## src/rtl/clk_gen_pkg.sv

```systemverilog
// Shared mode and state encodings for the multi-mode clock generator.
package clk_gen_pkg;

   typedef enum logic [1:0] {
      MODE_SLOW  = 2'b00,
      MODE_FAST  = 2'b01,
      MODE_STEP  = 2'b10,
      MODE_PAUSE = 2'b11
   } mode_t;

   typedef enum logic [1:0] {
      ST_IDLE = 2'b00,
      ST_HIGH = 2'b01,
      ST_LOW  = 2'b10
   } state_t;

   function automatic logic is_free_run(mode_t m);
      return (m == MODE_SLOW) || (m == MODE_FAST);
   endfunction

endpackage

```

## src/rtl/step_sync.sv

```systemverilog
// Two-flop synchroniser for the step button followed by a registered
// rising-edge detector producing a one-cycle pulse.
module step_sync (
   input  logic clk_in,
   input  logic rst,
   input  logic din,
   output logic pulse
);

   logic meta_q;
   logic sync_q;
   logic prev_q;

   // NOTE: sequential state is always updated with non-blocking assignments so
   // every flop samples the pre-edge value of its neighbour, as real hardware does.
   always_ff @(posedge clk_in or posedge rst) begin
      if (rst) begin
         meta_q <= 1'b0;
         sync_q <= 1'b0;
         prev_q <= 1'b0;
         pulse  <= 1'b0;
      end else begin
         meta_q <= din;
         sync_q <= meta_q;
         prev_q <= sync_q;
         pulse  <= sync_q & ~prev_q;
      end
   end

endmodule

```

## src/rtl/clk_gen_multi.sv

```systemverilog
// Multi-mode clock divider: free-running slow/fast, single-step and pause,
// with mode changes applied only at clk_out period boundaries.
module clk_gen_multi #(
   parameter int CNT_W     = 32,
   parameter int HALF_FAST = 31,
   parameter int HALF_SLOW = 2500001
) (
   input  logic       clk_in,
   input  logic       rst,
   input  logic [1:0] mode_sel,
   input  logic       step,
   output logic       clk_out,
   output logic       tick,
   output logic [1:0] mode_act
);

   import clk_gen_pkg::*;

   localparam logic [CNT_W-1:0] FAST_LAST = CNT_W'(HALF_FAST - 1);
   localparam logic [CNT_W-1:0] SLOW_LAST = CNT_W'(HALF_SLOW - 1);

   state_t           state_q, state_d;
   mode_t            mode_q, mode_d, sel;
   logic [CNT_W-1:0] cnt_q, cnt_d, cnt_last;
   logic             clk_q, clk_d;
   logic             tick_q, tick_d;
   logic             boot_q;
   logic             step_pulse;
   logic             at_last;

   step_sync u_step_sync (
      .clk_in (clk_in),
      .rst    (rst),
      .din    (step),
      .pulse  (step_pulse)
   );

   assign sel      = mode_t'(mode_sel);
   // Step pulses share the fast half-period; only SLOW uses the long compare.
   assign cnt_last = (mode_q == MODE_SLOW) ? SLOW_LAST : FAST_LAST;
   assign at_last  = (cnt_q == cnt_last);

   always_ff @(posedge clk_in or posedge rst) begin
      if (rst) begin
         state_q <= ST_LOW;
         mode_q  <= MODE_SLOW;
         cnt_q   <= '0;
         clk_q   <= 1'b0;
         tick_q  <= 1'b0;
         boot_q  <= 1'b1;
      end else begin
         state_q <= state_d;
         mode_q  <= mode_d;
         cnt_q   <= cnt_d;
         clk_q   <= clk_d;
         tick_q  <= tick_d;
         boot_q  <= 1'b0;
      end
   end

   // NOTE: every signal written here gets a default first, so no path through
   // the case statement can leave one unassigned and infer a latch.
   always_comb begin
      state_d = state_q;
      mode_d  = mode_q;
      cnt_d   = cnt_q;
      clk_d   = clk_q;
      tick_d  = 1'b0;

      case (state_q)
         ST_LOW: begin
            if (boot_q && !is_free_run(sel)) begin
               state_d = ST_IDLE;
               cnt_d   = '0;
            end else if (at_last) begin
               state_d = ST_HIGH;
               cnt_d   = '0;
               clk_d   = 1'b1;
               tick_d  = 1'b1;
            end else begin
               cnt_d = cnt_q + 1'b1;
            end
         end
         ST_HIGH: begin
            if (at_last) begin
               cnt_d   = '0;
               clk_d   = 1'b0;
               mode_d  = sel;
               state_d = is_free_run(sel) ? ST_LOW : ST_IDLE;
            end else begin
               cnt_d = cnt_q + 1'b1;
            end
         end
         ST_IDLE: begin
            cnt_d = '0;
            clk_d = 1'b0;
            // A firing step keeps STEP active so its high phase uses HALF_FAST.
            if (mode_q == MODE_STEP && step_pulse) begin
               state_d = ST_HIGH;
               clk_d   = 1'b1;
               tick_d  = 1'b1;
            end else begin
               mode_d = sel;
               if (is_free_run(sel)) state_d = ST_LOW;
            end
         end
         default: begin
            state_d = ST_LOW;
            cnt_d   = '0;
            clk_d   = 1'b0;
         end
      endcase

      if (boot_q) mode_d = sel;
   end

   assign clk_out  = clk_q;
   assign tick     = tick_q;
   assign mode_act = mode_q;

endmodule

```

## config.mk

```make
export PLATFORM = sky130hd
export DESIGN_NAME = clk_gen_multi
export DESIGN_NICKNAME = d
export VERILOG_FILES = /design/src/rtl/clk_gen_pkg.sv /design/src/rtl/step_sync.sv /design/src/rtl/clk_gen_multi.sv
export SDC_FILE = /design/constraint.sdc
export NUM_CORES = 1
export LEC_CHECK = 0
export ABC_AREA = 1
export BUFFER_PORTS_ARGS = -buffer_cell sky130_fd_sc_hd__buf_2
export CORE_MARGIN = 2
export CORE_UTILIZATION = 50
export DETAILED_ROUTE_END_ITERATION = 10
export PLACE_DENSITY = 0.67
export SYNTH_ARGS = -nofsm -noshare
export SYNTH_HDL_FRONTEND = slang
export SYNTH_SLANG_ARGS = --single-unit
```

## constraint.sdc

```tcl
create_clock -name clk_in -period 4.4 [get_ports clk_in]
set_clock_uncertainty 0.15 [all_clocks]
set_input_delay 0.44 -clock clk_in [delete_from_list [all_inputs] [get_ports clk_in]]
set_output_delay 0.44 -clock clk_in [all_outputs]
set_load 0.05 [all_outputs]
```

==> impl_metrics.env <==
export IMPL_yosysSeqAreaShare_pct=42.2
export IMPL_holdPathStages=1
export IMPL_rrSetupSlack_ps=2100
export IMPL_grt_busiest_layer="met2"
export IMPL_drt_total_wl_microns=5140
export IMPL_slowest_delay_ps=460
export IMPL_start_util_pct=51.0
export IMPL_overflow=0
export IMPL_layout_commonest_cell="nand2_1"
export IMPL_vdd_drop_max_mv=0.200
export IMPL_cts_resized=0
export IMPL_async_flop_share_pct=100
export IMPL_areaGrowthSynthToFinish_pct=8.57
export IMPL_via_per_inst=4.83
export IMPL_setup_viol=0
export IMPL_worstPathMaxFanout=28
export IMPL_r2r_start="mode_act[1]"
export IMPL_antenna_left=0
export IMPL_port_buffers=8
export IMPL_htree_levels=2
export IMPL_reg2reg_to="cnt_q[25]"
export IMPL_root_buffer="clkbuf_8"
export IMPL_tightest_slew_ps=580
export IMPL_synthesis_nets=357
export IMPL_end_kind="register"
export IMPL_clock_sinks=43
export IMPL_antenna_cells=0
export IMPL_final_cell_mix="87 x nand2_1, 78 x nor2_1, 43 x inv_1"
export IMPL_drive_above_1_share_pct=10.8
export IMPL_fmax_ghz=0.434
export IMPL_ys_flop_type="dfrtp_1"
export IMPL_synth_seq_cells=43
export IMPL_post_cts_buffers=0
export IMPL_rsz0062_at_grt="false"
export IMPL_synthCells=347
export IMPL_cp_arrival_ps=2390
export IMPL_crit_family="simple AND/OR/NAND/NOR gates"
export IMPL_drtPass1Iterations=4
export IMPL_path_cells="nor2_1 -> o21bai_1 -> nand3_1 -> nor2_1 -> nand2_1 -> nand3_2 -> inv_1 -> nand2_1 -> nor2_1"
export IMPL_drc=0
export IMPL_cts_path_max_buffers=2
export IMPL_die_w_microns=75.5
export IMPL_place_gp_congestion=0.952
export IMPL_coreArea_sq_um=5010
export IMPL_criticalPathCategory="register to register"
export IMPL_slew_headroom_pct=61.3
export IMPL_grt_max_degree=44
export IMPL_floorplan_die_height_microns=75.5
export IMPL_crit_buf_inv=1
export IMPL_vias=2087
export IMPL_tns_ps=0
export IMPL_cts_tree="built"
export IMPL_syn_avg_cell_area_sq_um=7.36
export IMPL_hold_viol=0
export IMPL_rows=26
export IMPL_hp_class="input pin to register"
export IMPL_ios=9
export IMPL_holdWs_ps=91.2
export IMPL_place_hpwl_microns=3910
export IMPL_critPathSlowestCell="nand3_2"
export IMPL_clk_pin_slew_ps=80
export IMPL_clk_latency_ps=300
export IMPL_fin_nets=371
export IMPL_p_per_area_nw_per_um2=371
export IMPL_use_met2_pct=32.9
export IMPL_start_kind="register"
export IMPL_synth_edf_count=0
export IMPL_slew_viol_final=0
export IMPL_cp_data_required_time_ps=4480
export IMPL_post_route_period_util_pct=52.3
export IMPL_cts_buffers_inserted=5
export IMPL_use_met1_pct=27.6
export IMPL_grt_pass1_wl_microns=8880
export IMPL_min_from="step"
export IMPL_drtIter0Drc=109
export IMPL_grt_pass1_vias=2040
export IMPL_cts_hold_buf=0
export IMPL_reg2reg_depth=9
export IMPL_grt_usage_pct=20.7
export IMPL_grtUsageMet3_pct=3.70
export IMPL_min_period_ps=2300
export IMPL_cellLeakagePower_uw=0.00129
export IMPL_max_cap_viol_count=0
export IMPL_outcome="finished, final reports clean"
export IMPL_antenna_found_initial=0
export IMPL_synth_distinct_cells=33
export IMPL_crit_top_cell="nor2_1"
export IMPL_holdPathEnd="u_step_sync.meta_q"
export IMPL_dieArea_sq_um=5700
export IMPL_wl_per_cell_microns=11.9
export IMPL_ys_warn_count=0
export IMPL_syn_area_sq_um=2550
-- cells by family after synthesis --
| logic type | synth area share (%) |
|---|---|
| other cells | 0.147 |
| compound gates | 2.64 |
| simple gates | 38.9 |
| xor+xnor | 5.83 |
| flops | 42.2 |
| fa+ha+maj | 2.45 |
| buf+inv | 7.79 |
-- worst max path at each step --
stage | end | slack (ps) | start | cells past startpoint
2_1_floorplan | cnt_q[27] | 2520 | mode_act[1] | 9
3_3_place_gp | cnt_q[27] | 2160 | mode_act[0] | 11
3_5_place_dp | cnt_q[25] | 2090 | mode_act[1] | 9
4_1_cts | cnt_q[25] | 2090 | mode_act[1] | 9
5_1_grt | cnt_q[29] | 1790 | mode_act[0] | 11
6_report | cnt_q[25] | 2100 | mode_act[1] | 9
-- worst register-to-register path, cell delays in order (launching register included) --
cell      delay [ps]
dfrtp_1          430
nor2_1           270
o21bai_1         140
nand3_1           90
nor2_1            40
nand2_1          120
nand3_2          460
inv_1            360
nand2_1           90
nor2_1           100
-- cell usage after synthesis, drive strengths merged (3+ instances only) --
master | count | area share [%]
xnor2 | 6 | 2.1
dfrtp | 41 | 40
nor2 | 85 | 14
inv | 47 | 6.9
nor4 | 3 | 1.3
nand3 | 22 | 4.7
nor3 | 9 | 2.2
xor2 | 11 | 3.8
nand2 | 93 | 14
nand4 | 3 | 0.98
o21ai | 8 | 1.6
ha | 5 | 2.4
-- flip-flops by register name, indices dropped and copies added, names as in the netlist --
register and cells:
u_step_sync.prev_q 1, u_step_sync.sync_q 1, u_step_sync.meta_q 1, mode_act 2, state_q 2, u_step_sync.pulse 1, cnt_q 32, clk_out 1
tick 1, boot_q 1
-- metal layers --
metal  part of all wire (%)  up-vias
li1                       -     1099
met1                     48      948
met2                     46       30
met3                    2.9       10
met4                    2.3        0
met5                      0        -
-- through the flow --
step                power, uW  util [%]  worst slack, ps  cell area (sq um)  cells
global placement          732      53.2             2160               2670    424
CTS                      1040      55.4             2090               2770    432
detailed placement        736      53.2             2090               2670    424
floorplan                 686         -             2520               2550    347
finish                   1030      55.4             2100               2770    432
global route             1100      55.4             1790               2770    432
-- power by group --
| part | internal (uW) | switching [uW] |
|---|---|---|
| registers | 423 | 23.2 |
| clock network | 170 | 134 |
| logic | 74.0 | 206 |
-- cell type report --
cell class                      count  area, sq um
Clock buffer                        7         76.3
Clock inverter                      1         30.0
Fill cell                         513         2240
Inverter                           47          176
Multi-Input combinational cell    255         1280
Sequential cell                    43         1080
Tap cell                           70         87.6
Timing Repair Buffer                9         47.5
Note: power is estimated with default switching activity, not from simulation.
